## src/rtl/s10077_sensor_emu.sv

```systemverilog
// s10077_sensor_emu: linear image sensor emulator.
// SENSOR_CLK and ST arrive asynchronously. Both are resynchronised into the
// FPGA_CLK domain. All sequencing advances only on detected SENSOR_CLK rises.
// A frame runs: ST high integrates, ST low starts a fixed start delay, then
// NPIX pixels are read with one EOC pulse each, then one EOS pulse.
// Handshake note: EOC/EOS are free-running strobes with no back-pressure.
// EOC is high for one SENSOR_CLK period per pixel, and PIX_IDX/PIX_DATA are
// valid from its rise until the next EOC.
module s10077_sensor_emu #(
  parameter int NPIX      = 1024,
  parameter int START_DLY = 48,
  parameter int PIX_CLKS  = 4
) (
  input  logic        FPGA_CLK,
  input  logic        FPGA_RST,
  input  logic        SENSOR_CLK,
  input  logic        ST,
  output logic        EOC,
  output logic        EOS,
  output logic [10:0] PIX_IDX,
  output logic [11:0] PIX_DATA,
  output logic [23:0] INT_CNT,
  output logic [15:0] FRAME_CNT,
  output logic        BUSY,
  output logic        OVERRUN,
  output logic [2:0]  dbg_state
);

  localparam int DW = (START_DLY > 1) ? $clog2(START_DLY) : 1;
  localparam int PW = $clog2(PIX_CLKS);

  typedef enum logic [2:0] {
    S_IDLE  = 3'd0,
    S_INTEG = 3'd1,
    S_DELAY = 3'd2,
    S_READ  = 3'd3,
    S_EOSP  = 3'd4
  } state_t;

  logic [2:0]    sclk_sync_q;
  logic [1:0]    st_sync_q;
  logic          sclk_rise;
  logic          st_sync;

  state_t        state_q, state_d;
  logic [23:0]   int_cnt_q, int_cnt_d;
  logic [DW-1:0] dly_cnt_q, dly_cnt_d;
  logic [PW-1:0] phase_q, phase_d;
  logic [10:0]   pix_idx_q, pix_idx_d;
  logic [11:0]   pix_data_q, pix_data_d;
  logic [15:0]   frame_cnt_q, frame_cnt_d;
  logic          eoc_q, eoc_d;
  logic          eos_q, eos_d;
  logic          overrun_q, overrun_d;

  // Two-flop synchronisers, plus a third SENSOR_CLK stage for edge detection
  always_ff @(posedge FPGA_CLK or posedge FPGA_RST) begin
    if (FPGA_RST) begin
      sclk_sync_q <= '0;
      st_sync_q   <= '0;
    end else begin
      sclk_sync_q <= {sclk_sync_q[1:0], SENSOR_CLK};
      st_sync_q   <= {st_sync_q[0], ST};
    end
  end

  assign sclk_rise = sclk_sync_q[1] & ~sclk_sync_q[2];
  assign st_sync   = st_sync_q[1];

  // Frame sequencer: next state and outputs, evaluated only on SENSOR_CLK rises
  always_comb begin
    state_d     = state_q;
    int_cnt_d   = int_cnt_q;
    dly_cnt_d   = dly_cnt_q;
    phase_d     = phase_q;
    pix_idx_d   = pix_idx_q;
    pix_data_d  = pix_data_q;
    frame_cnt_d = frame_cnt_q;
    eoc_d       = eoc_q;
    eos_d       = eos_q;
    overrun_d   = overrun_q;
    if (sclk_rise) begin
      // A new start while a readout is in flight is flagged but ignored
      if (st_sync && (state_q == S_DELAY || state_q == S_READ || state_q == S_EOSP))
        overrun_d = 1'b1;
      case (state_q)
        S_IDLE: begin
          if (st_sync) begin
            state_d   = S_INTEG;
            int_cnt_d = 24'd1;
          end
        end
        S_INTEG: begin
          if (st_sync) begin
            if (int_cnt_q != 24'hFF_FFFF) int_cnt_d = int_cnt_q + 24'd1;
          end else begin
            state_d   = S_DELAY;
            dly_cnt_d = '0;
          end
        end
        S_DELAY: begin
          if (dly_cnt_q == DW'(START_DLY - 1)) begin
            state_d    = S_READ;
            pix_idx_d  = '0;
            phase_d    = '0;
            eoc_d      = 1'b1;
            pix_data_d = frame_cnt_q[11:0];
          end else begin
            dly_cnt_d = dly_cnt_q + DW'(1);
          end
        end
        S_READ: begin
          if (phase_q == PW'(PIX_CLKS - 1)) begin
            if (pix_idx_q != 11'(NPIX - 1)) begin
              pix_idx_d  = pix_idx_q + 11'd1;
              phase_d    = '0;
              eoc_d      = 1'b1;
              pix_data_d = {1'b0, pix_idx_q + 11'd1} + frame_cnt_q[11:0];
            end else begin
              state_d = S_EOSP;
              eos_d   = 1'b1;
            end
          end else begin
            // Phase 0 also drops EOC so it lasts exactly one SENSOR_CLK period
            if (phase_q == '0) eoc_d = 1'b0;
            phase_d = phase_q + PW'(1);
          end
        end
        S_EOSP: begin
          eos_d       = 1'b0;
          frame_cnt_d = frame_cnt_q + 16'd1;
          state_d     = S_IDLE;
        end
        default: state_d = S_IDLE;
      endcase
    end
  end

  // Sequencer registers; reset aborts any frame in flight without an EOS
  always_ff @(posedge FPGA_CLK or posedge FPGA_RST) begin
    if (FPGA_RST) begin
      state_q     <= S_IDLE;
      int_cnt_q   <= '0;
      dly_cnt_q   <= '0;
      phase_q     <= '0;
      pix_idx_q   <= '0;
      pix_data_q  <= '0;
      frame_cnt_q <= '0;
      eoc_q       <= 1'b0;
      eos_q       <= 1'b0;
      overrun_q   <= 1'b0;
    end else begin
      state_q     <= state_d;
      int_cnt_q   <= int_cnt_d;
      dly_cnt_q   <= dly_cnt_d;
      phase_q     <= phase_d;
      pix_idx_q   <= pix_idx_d;
      pix_data_q  <= pix_data_d;
      frame_cnt_q <= frame_cnt_d;
      eoc_q       <= eoc_d;
      eos_q       <= eos_d;
      overrun_q   <= overrun_d;
    end
  end

  assign EOC       = eoc_q;
  assign EOS       = eos_q;
  assign PIX_IDX   = pix_idx_q;
  assign PIX_DATA  = pix_data_q;
  assign INT_CNT   = int_cnt_q;
  assign FRAME_CNT = frame_cnt_q;
  assign BUSY      = (state_q != S_IDLE);
  assign OVERRUN   = overrun_q;
  assign dbg_state = state_q;

endmodule

```

## config.mk

```make
export PLATFORM = sky130hd
export DESIGN_NAME = s10077_sensor_emu
export DESIGN_NICKNAME = d
export VERILOG_FILES = /design/src/rtl/s10077_sensor_emu.sv
export SDC_FILE = /design/constraint.sdc
export NUM_CORES = 1
export LEC_CHECK = 0
export ABC_CLOCK_PERIOD_IN_PS = 2600
export BUFFER_PORTS_ARGS = -buffer_cell sky130_fd_sc_hd__buf_2
export CAP_MARGIN = 40
export CORE_MARGIN = 3
export CORE_UTILIZATION = 52
export DETAILED_ROUTE_END_ITERATION = 10
export PLACE_DENSITY_LB_ADDON = 0.3
export SETUP_SLACK_MARGIN = 0.2
export SLEW_MARGIN = 30
export SYNTH_ARGS = -nofsm -noshare
export SYNTH_HDL_FRONTEND = slang
export SYNTH_SLANG_ARGS = --single-unit
export TNS_END_PERCENT = 5
```

## constraint.sdc

```tcl
create_clock -name FPGA_CLK -period 2.6 [get_ports FPGA_CLK]
set_input_delay 0.26 -clock FPGA_CLK [delete_from_list [all_inputs] [get_ports FPGA_CLK]]
set_output_delay 0.26 -clock FPGA_CLK [all_outputs]
set_load 0.01 [all_outputs]
```

=== Yosys cells after proc, flatten, opt, wreduce, memory -nomap -nowiden ===
Cells that the tools add are included.

* Register bits after elaboration: 82
* Input port bits: 4
* Output and inout port bits: 70
* Word-level logic and storage cells: 91

* $add $sub $neg: 6
* Equality and inequality tests: 19
* Mux-type cells: 33
* Bitwise logic cells: 2
* Reductions and logical operators: 19

{| class="wikitable"
|+ Operators by type and width
! operator !! count
|-
| two-way mux 24 bit || 3
|-
| one-hot mux 24 bit (2 select lines) || 1
|-
| two-way mux 12 bit || 3
|-
| two-way mux 11 bit || 3
|-
| adder 24 x 1 -> 24 bit, second input constant || 1
|-
| inequality test 24 bit, second input constant || 1
|-
| one-hot mux 12 bit (2 select lines) || 1
|-
| one-hot mux 11 bit (2 select lines) || 1
|-
| adder 16 x 1 -> 16 bit, second input constant || 1
|-
| two-way mux 3 bit || 5
|-
| AND reduction 5 bit || 3
|-
| adder 11 x 12 -> 12 bit || 1
|-
| two-way mux 6 bit || 2
|-
| inequality test 2 bit, second input constant || 6
|-
| one-hot mux 3 bit (4 select lines) || 1
|-
| one-hot mux 6 bit (2 select lines) || 1
|-
| AND reduction 4 bit || 3
|-
| adder 11 x 1 -> 11 bit, second input constant || 1
|-
| inequality test 11 x 10 -> 1 bit, second input constant || 1
|-
| nonzero test 2 bit || 4
|-
| adder 6 x 1 -> 6 bit, second input constant || 1
|-
| equality test 3 x 2 -> 1 bit, second input constant || 2
|-
| equality test 6 bit, second input constant || 1
|-
| two-way mux 1 bit || 6
|-
| other kinds (19) || 26
|}

=== Logic depth before layout (Yosys ltp) ===
Gate-level depths: netlist (run 1).

* Depth after elaboration: 5
* Gate-level depth with buffers: 12
* Gate-level depth less buffers: 11

=== Worst setup path before layout (run 1) ===
No wires, ideal clock.

* Kind: register -> register
* From: reg pix_idx_q[4] (netlist: PIX_IDX[4])
* To: reg pix_data_q[11] (netlist: PIX_DATA[11])
* Setup time: 0.068 ns
* Arrival time: 2.595 ns
* Required time: 2.532 ns
* Setup slack: -0.063 ns
* Cell stages (with the launch flop): 10
* Buffers on the path: 0
* Period minus slack after synthesis: 2.663 ns
* Path through: dfrtp_1 nand3_1 or2_2 xnor2_1 ha_1 inv_1 a2111oi_0 o21ai_0 a211o_1 nand3_1

* Word-level cells in the longest chain between the ends: 5
* Elaborated cells between the ends (all ways): 8
* Classes of those cells: add/sub: 2; eq/ne: 2; mux: 3; reduce/logical: 1

{| class="wikitable"
|+ RTL lines
! element !! RTL line !! text
|-
| start, declared || 49 || <nowiki>logic [10:0] pix_idx_q, pix_idx_d;</nowiki>
|-
| start signal, assigned || 157 || <nowiki>pix_idx_q <= pix_idx_d;</nowiki>
|-
| adder 11 x 1 -> 11 bit || 118 || <nowiki>pix_data_d = {1'b0, pix_idx_q + 11'd1} + frame_cnt_q[11:0];</nowiki>
|-
| adder 11 x 12 -> 12 bit || 118 ||
|-
| two-way mux 12 bit || 114 || <nowiki>if (pix_idx_q != 11'(NPIX - 1)) begin</nowiki>
|-
| two-way mux 12 bit || 113 || <nowiki>if (phase_q == PW'(PIX_CLKS - 1)) begin</nowiki>
|-
| one-hot mux 12 bit (2 select lines) || 86 || <nowiki>case (state_q)</nowiki>
|-
| end signal, assigned || 158 || <nowiki>pix_data_q <= pix_data_d;</nowiki>
|-
| end, declared || 50 || <nowiki>logic [11:0] pix_data_q, pix_data_d;</nowiki>
|}

Several ways; a longest one is shown, not always the timed one. The select of a mux whose other input is x is not followed.
A chain may end at the register's enable or synchronous reset.

=== Final worst setup path (run 1) ===
* From: reg pix_idx_q[1] (netlist: PIX_IDX[1])
* To: reg pix_data_q[7] (netlist: PIX_DATA[7])

Same word-level chain as after synthesis.

==> Implementation_results.wiki, run 1 <==
{| class="wikitable"
! Metric !! Value
|-
| Status || finished with violations
|-
| Failing checks || negative setup slack
|-
| Most common cell in the synthesized netlist || sky130_fd_sc_hd__dfrtp_1
|-
| Number of search-and-repair iterations in the first detailed-routing pass || 4
|-
| Diode count || 0
|-
| Number of hold-slack violations in the final timing report || 0
|-
| Busiest grt layer || met2
|-
| Maximum count of clock buffers along a single path || 2
|-
| Synth Register Bits || 82
|-
| Commonest cells in the netlist || 82 x sky130_fd_sc_hd__dfrtp_1, 68 x sky130_fd_sc_hd__nand2_1, 45 x sky130_fd_sc_hd__o21ai_0, 38 x sky130_fd_sc_hd__nor2_1, 35 x sky130_fd_sc_hd__nand3_1
|-
| Number of cell rows || 34
|-
| Clock Tree Root || sky130_fd_sc_hd__clkbuf_8
|-
| RSZ-0062 raised after global routing || yes
|-
| Placeable core area || 8890 um2
|-
| Worst Setup End Kind || flop
|-
| Antenna Violating Nets Remaining || 0
|-
| Leading post-synthesis cells by cell area || sky130_fd_sc_hd__dfrtp_1 42%, sky130_fd_sc_hd__nand2_1 5.3%, sky130_fd_sc_hd__ha_1 5.2%
|-
| Largest net degree at the start of global routing || 42
|-
| Final total negative setup slack || -0.00383 ns
|-
| Drt total wl || 13,200 um
|-
| Via count of the first global-routing pass || 4,339
|-
| Antenna violations before repair || 0
|-
| Die boundary height || 102 um
|-
| Met1 track utilization from global routing || 34.2%
|-
| Crit-path max FO || 5
|-
| Number of max-cap violations || 0
|-
| Final critical-path setup slack || -0.00383 ns
|-
| Starting Density || 54.3%
|-
| Count of routing violations after the opening detailed-route iteration || 243
|-
| Total CTS buffers || 9
|-
| Fmax || 384 MHz
|-
| Post-synthesis cell type count || 67
|-
| Sequential element share of the synthesized area || 42.5%
|-
| Fraction of synthesis flops using an asynchronous set or reset pin || 100%
|-
| Data arrival time of the critical path || 2.85 ns
|-
| # nets final || 665
|-
| Slew of the pin with the lowest slew margin || 0.673 ns
|-
| Final Instance Area || 6190 um2
|-
| LEAKAGE || 2.84 nW
|-
| Post-Syn Instances || 525
|-
| Minimum clock period after layout || 2.60 ns
|-
| Ratio of cells with drive above 1 in the final layout || 30.1%
|-
| Power density relative to cell area || 566 nW/um2
|-
| Clock sink total || 82
|-
| Worst hold path class || reg2reg
|-
| Main flop type after synthesis || sky130_fd_sc_hd__dfrtp_1
|-
| Wire length of the first global-routing pass || 21,400 um
|-
| Mean instance size in the synthesized netlist || 9.20 um2
|-
| Final slew viol count || 0
|-
| GRT Util Overall || 25.6%
|-
| Setup Viol. Count Final || 1
|-
| Detailed-route DRC error count || 0
|-
| Last weighted congestion value of the routability-driven placer || 0.842
|-
| Net count after synthesis || 550
|-
| Chip Width || 102 um
|-
| Yosys top cell area share || 42.5%
|-
| Met3 Track Usage GR || 4.23%
|-
| HPWL after detailed placement || 8850 um
|-
| Later-pin clock latency in the skew report || 0.36 ns
|-
| Final global-route overflow total || 0
|-
| Max-slew headroom || 54.7%
|-
| Worst setup slack before clock tree synthesis || -0.0181 ns
|-
| TritonCTS clock tree || yes
|-
| Summed instance area of the synthesized netlist || 4830 um2
|-
| Drt via density || 6.11
|-
| Per-cell routed wire length || 17.6 um
|-
| YS warnings || 0
|-
| Final period utilization || 100%
|-
| Category of the most critical setup path || reg2reg
|-
| Worst hold slack || 0.352 ns
|-
| Clk_skew || 0.00982 ns
|-
| Overall die area || 10,500 um2
|-
| Deepest level of the CTS H-tree || 3
|-
| Number of buffers inserted by port buffering || 73
|-
| Post-place instance area || 5520 um2
|-
| EDFF count, synth || 0
|-
| CTS clock-pin slew for the worst setup and hold paths || 0.08 ns
|-
| Worst EP required || 2.85 ns
|-
| I/O pin count || 74
|-
| GRT met2 Usage || 43.3%
|-
| Yosys top cell by area || sky130_fd_sc_hd__dfrtp_1
|-
| Area delta synth->final || 28.2%
|-
| Startpoint type of the worst setup path || flop
|-
| Vias after detailed routing || 4,591
|-
| Worst vdd ir || 0.391 mV
|}
==> critical path, cell delays in order, from the launching register on <==
cell                        delay, ns
sky130_fd_sc_hd__dfrtp_2         0.43
sky130_fd_sc_hd__nand4_1         0.16
sky130_fd_sc_hd__buf_4           0.18
sky130_fd_sc_hd__nor2_4          0.14
sky130_fd_sc_hd__xor2_4          0.25
sky130_fd_sc_hd__ha_4            0.19
sky130_fd_sc_hd__nand2_4         0.06
sky130_fd_sc_hd__a2111oi_4       0.32
sky130_fd_sc_hd__buf_4           0.20
sky130_fd_sc_hd__nor3_1          0.07
sky130_fd_sc_hd__a221o_1         0.36
sky130_fd_sc_hd__o21a_1          0.12
==> layout by cell type, fill, tap and decap left out, types with 6 or more instances in the layout <==
cell type	instances
sky130_fd_sc_hd__dfrtp_1	78
sky130_fd_sc_hd__buf_2	73
sky130_fd_sc_hd__nand2_1	66
sky130_fd_sc_hd__buf_4	46
sky130_fd_sc_hd__o21ai_0	43
sky130_fd_sc_hd__nor2_1	35
sky130_fd_sc_hd__nand3_1	34
sky130_fd_sc_hd__a21oi_1	17
sky130_fd_sc_hd__o31ai_1	15
sky130_fd_sc_hd__nand4_1	12
sky130_fd_sc_hd__inv_1	12
sky130_fd_sc_hd__xnor2_1	12
sky130_fd_sc_hd__a31oi_1	11
sky130_fd_sc_hd__nand2b_1	10
sky130_fd_sc_hd__ha_1	10
sky130_fd_sc_hd__clkbuf_8	9
sky130_fd_sc_hd__or3_1	8
sky130_fd_sc_hd__xor2_1	8
sky130_fd_sc_hd__and3_1	7
sky130_fd_sc_hd__nor3_1	7
sky130_fd_sc_hd__ha_4	7
sky130_fd_sc_hd__and2_1	6
sky130_fd_sc_hd__and4_1	6
==> power by group <==
part,switching [mW],total [mW],internal (mW),leakage (nW)
Combinational,0.620,1.00,0.380,1.64
Sequential,0.117,1.50,1.38,1.10
Clock,0.470,1.00,0.534,0.0984
==> state kept, by name (all words and copies together) (netlist names) <==
register     flops
EOS              1
PIX_DATA        12
PIX_IDX         11
OVERRUN          1
st_sync_q        2
sclk_sync_q      3
phase_q          2
dbg_state        3
FRAME_CNT       16
INT_CNT         24
dly_cnt_q        6
EOC              1
==> per-stage QoR <==
stage | power (mW) | instances | util (%)
floorplan | 2.18 | 525 | -
global placement | 2.45 | 716 | 62.1
detailed placement | 2.49 | 716 | 62.1
CTS | 3.50 | 748 | 67.5
global route | 3.72 | 752 | 69.7
finish | 3.50 | 752 | 69.7
==> area by class of cell <==
cell class	count	area (um2)
Multi-Input combinational cell	409	2970
Fill cell	672	2700
Sequential cell	82	2060
Timing Repair Buffer	124	772
Tap cell	108	135
Clock buffer	10	128
Clock inverter	5	80.1
Inverter	14	56.3
==> timing repair <==
action,in CTS,in global routing
hold endpoints to repair,25,0
pin swaps,22,13
endpoints found under the setup margin,6,13
gates resized for setup,30,22
hold buffers,3,0
setup buffers,14,4
==> worst paths after layout <==
kind                           startpoint              to  slack (ns)  cells after the start
max                            PIX_IDX[1]     PIX_DATA[7]      -0.004                     11
max in group asynchronous        FPGA_RST      PIX_IDX[6]        1.47                      4
max reg2reg                    PIX_IDX[1]     PIX_DATA[7]      -0.004                     11
min                        sclk_sync_q[0]  sclk_sync_q[1]        0.35                      0
min in group asynchronous        FPGA_RST     INT_CNT[13]        0.50                      3
min reg2reg                sclk_sync_q[0]  sclk_sync_q[1]        0.35                      0
==> cells by family after synthesis <==
| family | share of synthesized area, % |
|---|---|
| AOI/OAI and AO/OA | 19.4 |
| adders and majority gates | 5.60 |
| DFF | 42.5 |
| and+or+nand+nor | 23.4 |
| xor gates and xnor gates | 4.90 |
| muxes | 0.881 |
| buffers and inverters | 3.29 |
==> layer usage <==
layer / vias to the layer above / wire length [um]
li1: 2157 / -
met1: 2235 / 5560
met2: 183 / 6730
met3: 16 / 745
met4: 0 / 168
met5: - / 0
Note: power is estimated with default switching activity, not from simulation.
==> run 2: changes to the inputs <==
REMOVE_ABC_BUFFERS = 1   (was not set)
==> run 2 against run 1 <==
  * Sequential share of layout area up 0.60 points
  * Critical path depth down 1
  * The flow now finishes without violations
  * Clock power about the same
  * Routed wire length down 1.4%
  * Largest cell class unchanged
  * Sequential cell count unchanged
==> Implementation_results.wiki, run 2 (synthesis results as in run 1) <==
{| class="wikitable"
! Metric !! Value
|-
| Max-slew headroom || 54.9% (+0.17 points)
|-
| # nets final || 656 (-1.4%)
|-
| TritonCTS clock tree || yes
|-
| Max reg flops || 24 (unchanged)
|-
| Power density relative to cell area || 572 nW/um2 (+1.1%)
|-
| Antenna Violating Nets Remaining || 0 (unchanged)
|-
| Overall die area || 10,500 um2 (unchanged)
|-
| Diode count || 0 (unchanged)
|-
| Final critical-path setup slack || 0.124 ns (+0.128 ns)
|-
| Worst Setup End Kind || flop
|-
| Deepest level of the CTS H-tree || 3 (unchanged)
|-
| Worst EP required || 2.84 ns (about the same)
|-
| Slew of the pin with the lowest slew margin || 0.670 ns (-0.00254 ns)
|-
| Fraction of the core area covered by cells at the end of the flow || 68.3% (-1.4 points)
|-
| RSZ-0062 raised after global routing || yes
|-
| Vias after detailed routing || 4,577 (-0.30%)
|-
| Number of buffers inserted by port buffering || 73 (unchanged)
|-
| Placeable core area || 8890 um2 (unchanged)
|-
| Setup Viol. Count Final || 0 (-1)
|-
| Number of cell rows || 34 (unchanged)
|-
| Final slew viol count || 0 (unchanged)
|-
| Startpoint type of the worst setup path || flop
|-
| GRT Util Overall || 24.9% (-0.75 points)
|-
| Clock Tree Root || sky130_fd_sc_hd__clkbuf_8
|-
| Die boundary height || 102 um (unchanged)
|-
| CTS clock-pin slew for the worst setup and hold paths || 0.09 ns (about the same)
|-
| Family of cells with the greatest summed delay on the critical path || simple AND/OR/NAND/NOR gates
|-
| Ratio of cells with drive above 1 in the final layout || 28.9% (-1.2 points)
|-
| Clk_skew || 0.00869 ns (-0.00113 ns)
|-
| Worst hold path class || reg2reg
|-
| Commonest cells after routing, fill and taps aside || 81 x sky130_fd_sc_hd__dfrtp_1, 73 x sky130_fd_sc_hd__buf_2, 64 x sky130_fd_sc_hd__nand2_1, 41 x sky130_fd_sc_hd__o21ai_0, 36 x sky130_fd_sc_hd__buf_4
|-
| Later-pin clock latency in the skew report || 0.36 ns (about the same)
|-
| Cell chain of the critical path || nand4_1, nor2_1, xor2_1, ha_1, nand2_2, a2111oi_4, buf_4, o32ai_4, mux2i_1, o211ai_1
|-
| HPWL after detailed placement || 8850 um (about the same)
|-
| Count of routing violations after the opening detailed-route iteration || 239 (-1.6%)
|-
| Number of cells in the design after placement || 717 (+0.14%)
|-
| Status || finished clean
|-
| Starting Density || 54.3% (unchanged)
|-
| Number of max-cap violations || 0 (unchanged)
|-
| Commonest non-fill, non-tap cell in the layout || sky130_fd_sc_hd__dfrtp_1
|-
| Area of the multi-input gates || 2920 um2 (-1.6%)
|-
| Largest net degree at the start of global routing || 52 (+24%)
|-
| Via count of the first global-routing pass || 4,334 (-0.12%)
|-
| Sequential cell area in the final layout || 2050 um2 (-0.18%)
|-
| Area delta synth->final || 25.8%
|-
| Chip Width || 102 um (unchanged)
|-
| I/O pin count || 74 (unchanged)
|-
| Post-route insts no fill || 744 (-1.1%)
|-
| Crit-path max cell delay || 0.43 ns (about the same)
|-
| Wire length of the first global-routing pass || 20,900 um (-2.4%)
|-
| Clock sink total || 82 (unchanged)
|-
| Minimum clock period after layout || 2.48 ns (-0.128 ns)
|-
| Fmax || 404 MHz (+5.2%)
|-
| Maximum count of clock buffers along a single path || 2 (unchanged)
|-
| Crit-path max FO || 4 (-1)
|-
| Drt via density || 6.15 (+0.77%)
|-
| Final global-route overflow total || 0 (unchanged)
|-
| Drt total wl || 13,000 um (-1.4%)
|-
| Category of the most critical setup path || reg2reg
|-
| Data arrival time of the critical path || 2.72 ns (-0.13 ns)
|-
| Fill cell count || 691 (+2.8%)
|-
| Final period utilization || 95.2% (-4.9 points)
|-
| Worst vdd ir || 0.342 mV (-13%)
|-
| Critical path buffer and inverter count || 1 (-1)
|-
| Antenna violations before repair || 0 (unchanged)
|-
| Last weighted congestion value of the routability-driven placer || 0.907 (+7.7%)
|-
| CP max-delay cell || sky130_fd_sc_hd__dfrtp_1
|-
| Number of hold-slack violations in the final timing report || 0 (unchanged)
|-
| Total CTS buffers || 9 (unchanged)
|-
| Number of search-and-repair iterations in the first detailed-routing pass || 5 (+1)
|-
| Per-cell routed wire length || 17.5 um (-0.36%)
|-
| Worst setup slack before clock tree synthesis || -0.00490 ns (+0.0132 ns)
|-
| LEAKAGE || 2.82 nW (-0.69%)
|-
| Detailed-route DRC error count || 0 (unchanged)
|}
-- run 2: cell types whose count changed in the layout (fill, tap and decap cells not counted), sizes merged --
cell      previous run  this run
buf                121       112
clkbuf              10        12
bufinv               2         1
clkinv               1         2
clkinvlp             3         2
-- run 2: layout make-up --
| cell class | count | area share, % |
|---|---|---|
| clock buffer | 12 | 2.55 |
| clock inverter | 4 | 0.824 |
| inverter | 14 | 0.886 |
| multi-input combinational | 409 | 48.0 |
| sequential | 82 | 33.8 |
| tap | 108 | 2.22 |
| timing repair buffer | 115 | 11.7 |
-- run 2: worst paths after layout --
kind | from | end | slack (ns) | depth (start not counted)
hold / removal | sclk_sync_q[0] | sclk_sync_q[1] | 0.35 | 0
min in group asynchronous | FPGA_RST | FRAME_CNT[8] | 0.47 | 3
setup / recovery | PIX_IDX[1] | PIX_DATA[9] | 0.12 | 10
max in group asynchronous | FPGA_RST | dly_cnt_q[4] | 1.45 | 4
hold reg to reg | sclk_sync_q[0] | sclk_sync_q[1] | 0.35 | 0
setup reg to reg | PIX_IDX[1] | PIX_DATA[9] | 0.12 | 10
-- run 2: layer usage --
layer	track usage, %	vias to the layer above	share of wire, %
met5	0	-	0
met4	9.69	0	3.1
met3	4.10	42	6.3
met2	41.5	198	49
met1	32.5	2192	42
li1	-	2145	-
-- run 2: stage by stage --
| stage | power (mW) | setup TNS [ns] | hold slack, ns | instance area, um2 |
|---|---|---|---|---|
| floorplan | 2.12 | -0.122 | 0.291 | 4720 |
| global placement | 2.46 | 0 | 0.330 | 5480 |
| detailed placement | 2.49 | -0.00490 | 0.335 | 5480 |
| CTS | 3.48 | 0 | 0.355 | 5810 |
| global route | 3.67 | 0 | 0.364 | 6070 |
| finish | 3.47 | 0 | 0.351 | 6070 |
-- run 2: repair_timing --
item / CTS / global route
pin swaps: 5 / 25
hold buffers: 3 / 0
gates resized for setup: 20 / 39
hold endpoints to repair: 33 / 0
setup buffers: 2 / 6
endpoints found under the setup margin: 5 / 13
-- run 2: report_power, final --
| group | leakage [nW] | switching (mW) | internal (mW) | total (mW) |
|---|---|---|---|---|
| clock | 0.0986 | 0.483 | 0.496 | 0.978 |
| combinational | 1.62 | 0.634 | 0.385 | 1.02 |
| sequential | 1.11 | 0.0957 | 1.38 | 1.48 |
| total | 2.82 | 1.21 | 2.26 | 3.47 |
==> run 3: changes to the inputs <==
CELL_PAD_IN_SITES_DETAIL_PLACEMENT = 1   (was not set)
CELL_PAD_IN_SITES_GLOBAL_PLACEMENT = 2   (was not set)
CORE_UTILIZATION = 32   (was 52)
RECOVER_POWER = 100   (was not set)
==> run 3 against run 2 <==
  * Critical path depth rose by 1
  * Via count decreased by 0.57%
  * Largest cell class unchanged
  * Total power increased by 11%
  * Highest routed layer unchanged
  * Sequential cell count unchanged
  * Non-clock buffer count grew 11
  * The flow now finishes with violations (max-capacitance violations, max-slew violations)
==> Implementation_results.wiki, run 3 (synthesis results as in run 1) <==
{| class="wikitable"
! Metric !! Value
|-
| Startpoint type of the worst setup path || flop
|-
| Net switching component of the power || 1.29 mW (+6.6%)
|-
| Slew of the pin with the lowest slew margin || 2.12 ns (+1.45 ns)
|-
| I/O pin count || 74 (unchanged)
|-
| Max-slew headroom || -41.6% (-97 points)
|-
| Commonest non-fill, non-tap cell in the layout || sky130_fd_sc_hd__dfrtp_1
|-
| Final Instance Area || 6120 um2 (+0.84%)
|-
| Worst setup slack before clock tree synthesis || -0.0343 ns (-0.0294 ns)
|-
| Total CTS buffers || 9 (unchanged)
|-
| Net Sw Frac || 33.4% (-1.4 points)
|-
| Number of search-and-repair iterations in the first detailed-routing pass || 4 (-1)
|-
| Deepest level of the CTS H-tree || 3 (unchanged)
|-
| Number of max-cap violations || 1 (+1)
|-
| Worst EP required || 2.82 ns (-0.02 ns)
|-
| Cell internal power dissipation || 2.57 mW (+14%)
|-
| Relative contribution of the clock network to total power || 34.9% (+6.7 points)
|-
| Largest net degree at the start of global routing || 83 (+60%)
|-
| Ratio of cells with drive above 1 in the final layout || 17.5% (-11 points)
|-
| Final period utilization || 96.7% (+1.5 points)
|-
| Via count of the first global-routing pass || 4,727 (+9.1%)
|-
| LEAKAGE || 2.60 nW (-7.7%)
|-
| Chip Width || 129 um (+26%)
|-
| GRT Util Overall || 19.3% (-5.6 points)
|-
| Failing checks || max-capacitance violations, max-slew violations
|-
| CTS clock-pin slew for the worst setup and hold paths || 0.06 ns (-0.03 ns)
|-
| Antenna Violating Nets Remaining || 0 (unchanged)
|-
| Overall power || 3.86 mW (+11%)
|-
| Fmax || 398 MHz (-1.6%)
|-
| Final global-route overflow total || 0 (unchanged)
|-
| Area delta synth->final || 26.8%
|-
| Drt total wl || 15,300 um (+18%)
|-
| Starting Density || 33.0% (-21 points)
|-
| Share of total power in sequential cells || 38.7% (-3.8 points)
|-
| Number of buffers inserted by port buffering || 73 (unchanged)
|-
| Register-to-register setup slack || 0.08 ns (-0.04 ns)
|-
| Commonest cells after routing, fill and taps aside || 81 x sky130_fd_sc_hd__dfrtp_1, 73 x sky130_fd_sc_hd__clkbuf_1, 66 x sky130_fd_sc_hd__nand2_1, 43 x sky130_fd_sc_hd__o21ai_0, 36 x sky130_fd_sc_hd__nor2_1
|-
| Placeable core area || 14,600 um2 (+65%)
|-
| Number of cell rows || 44 (+29%)
|-
| Die boundary height || 129 um (+26%)
|-
| Post-place instance area || 5650 um2 (+3.2%)
|-
| Final critical-path setup slack || 0.0845 ns (-0.0396 ns)
|-
| Gate power share || 26.5% (-2.8 points)
|-
| # nets final || 667 (+1.7%)
|-
| Per-cell routed wire length || 18.5 um (+5.7%)
|-
| Category of the most critical setup path || reg2reg
|-
| Power density relative to cell area || 631 nW/um2 (+10%)
|-
| Number of cells in the design after placement || 802 (+12%)
|-
| Clock Tree Root || sky130_fd_sc_hd__clkbuf_16
|-
| RSZ-0062 raised after global routing || yes
|-
| Antenna violations before repair || 0 (unchanged)
|-
| Crit-path max FO || 4 (unchanged)
|-
| Clk_skew || 0.00769 ns (-0.000992 ns)
|-
| Worst Setup End Kind || flop
|-
| Worst vdd ir || 0.351 mV (+2.7%)
|-
| Status || finished with violations
|-
| Detailed-route DRC error count || 0 (unchanged)
|-
| Worst hold path class || in2reg
|-
| Diode count || 0 (unchanged)
|-
| Fraction of the core area covered by cells at the end of the flow || 41.8% (-26 points)
|-
| Vias after detailed routing || 4,551 (-0.57%)
|-
| Max reg flops || 24 (unchanged)
|-
| Post-route insts no fill || 830 (+12%)
|-
| HPWL after detailed placement || 10,700 um (+20%)
|-
| Count of routing violations after the opening detailed-route iteration || 261 (+9.2%)
|-
| Setup Viol. Count Final || 0 (unchanged)
|-
| Last weighted congestion value of the routability-driven placer || 0.901 (-0.69%)
|-
| Overall die area || 16,600 um2 (+58%)
|-
| Drt via density || 5.48 (-11%)
|-
| Number of hold-slack violations in the final timing report || 0 (unchanged)
|-
| Final slew viol count || 83 (+83)
|-
| Data arrival time of the critical path || 2.74 ns (+0.02 ns)
|-
| TritonCTS clock tree || yes
|-
| Maximum count of clock buffers along a single path || 2 (unchanged)
|-
| Minimum clock period after layout || 2.52 ns (+0.0396 ns)
|-
| Later-pin clock latency in the skew report || 0.35 ns (about the same)
|-
| Clock sink total || 82 (unchanged)
|-
| Wire length of the first global-routing pass || 25,300 um (+21%)
|}
-- run 3: changes by cell type in the layout (fill, tap and decap cells not counted), moves of 3 or more --
cell	delta
sky130_fd_sc_hd__clkbuf_1	+72
sky130_fd_sc_hd__clkbuf_16	+9
sky130_fd_sc_hd__buf_2	-57
sky130_fd_sc_hd__buf_4	-4
sky130_fd_sc_hd__clkbuf_2	+3
sky130_fd_sc_hd__clkbuf_8	-8
-- run 3: final timing paths --
path / start / endpoint / cells past startpoint
max in group asynchronous: FPGA_RST / PIX_IDX[0] / 3
min reg2reg: st_sync_q[0] / st_sync_q[1] / 0
max: PIX_IDX[0] / PIX_DATA[9] / 11
min: SENSOR_CLK / sclk_sync_q[0] / 1
min in group asynchronous: FPGA_RST / FRAME_CNT[13] / 3
max reg2reg: PIX_IDX[0] / PIX_DATA[9] / 11
-- run 3: timing repair --
action / in CTS / in global routing
resized for setup: 34 / 14
endpoints found under the setup margin: 5 / 7
pin swaps: 18 / 12
hold buffers: 1 / 0
setup buffers: 9 / 3
hold endpoints to repair: 1 / 0
-- run 3: worst max-delay path, stage by stage (launching register included) --
cell,delay (ns)
sky130_fd_sc_hd__dfrtp_2,0.41
sky130_fd_sc_hd__ha_4,0.18
sky130_fd_sc_hd__nand3_4,0.08
sky130_fd_sc_hd__nor2_2,0.11
sky130_fd_sc_hd__xor2_1,0.24
sky130_fd_sc_hd__ha_1,0.34
sky130_fd_sc_hd__a21oi_2,0.21
sky130_fd_sc_hd__buf_4,0.14
sky130_fd_sc_hd__o22ai_2,0.10
sky130_fd_sc_hd__o32ai_4,0.25
sky130_fd_sc_hd__mux2i_1,0.22
sky130_fd_sc_hd__o211ai_1,0.10
-- run 3: stage by stage --
stage | hold slack [ns] | setup TNS [ns]
floorplan | 0.291 | -0.122
global placement | 0.337 | 0
detailed placement | 0.340 | -0.0343
CTS | 0.00172 | 0
global route | 0.00767 | -0.00715
finish | 0.0168 | 0
-- run 3: cell type report --
cell class,instances,area [um2]
sequential,82,2050
inverter,14,56.3
fill,1703,8520
clock buffer,13,270
clock inverter,2,35.0
tap,184,230
multi-input combinational,409,2830
timing repair buffer,126,647
-- run 3: per-layer routing --
| metal | up-vias | wire length [um] | global-route usage (%) |
|---|---|---|---|
| met5 | - | 0 | 0 |
| met4 | 0 | 216 | 6.49 |
| met3 | 11 | 533 | 3.53 |
| met2 | 82 | 7720 | 33.1 |
| met1 | 2290 | 6870 | 24.5 |
| li1 | 2168 | - | - |
-- run 3: power by group through the flow --
stage	clock network (mW)	logic, mW	registers (mW)
3_5_place_dp	0	1.06	1.52
5_1_grt	1.44	1.16	1.52
4_1_cts	1.39	1.07	1.50
6_report	1.35	1.02	1.50
2_1_floorplan	0	0.587	1.54
3_3_place_gp	0	1.03	1.50
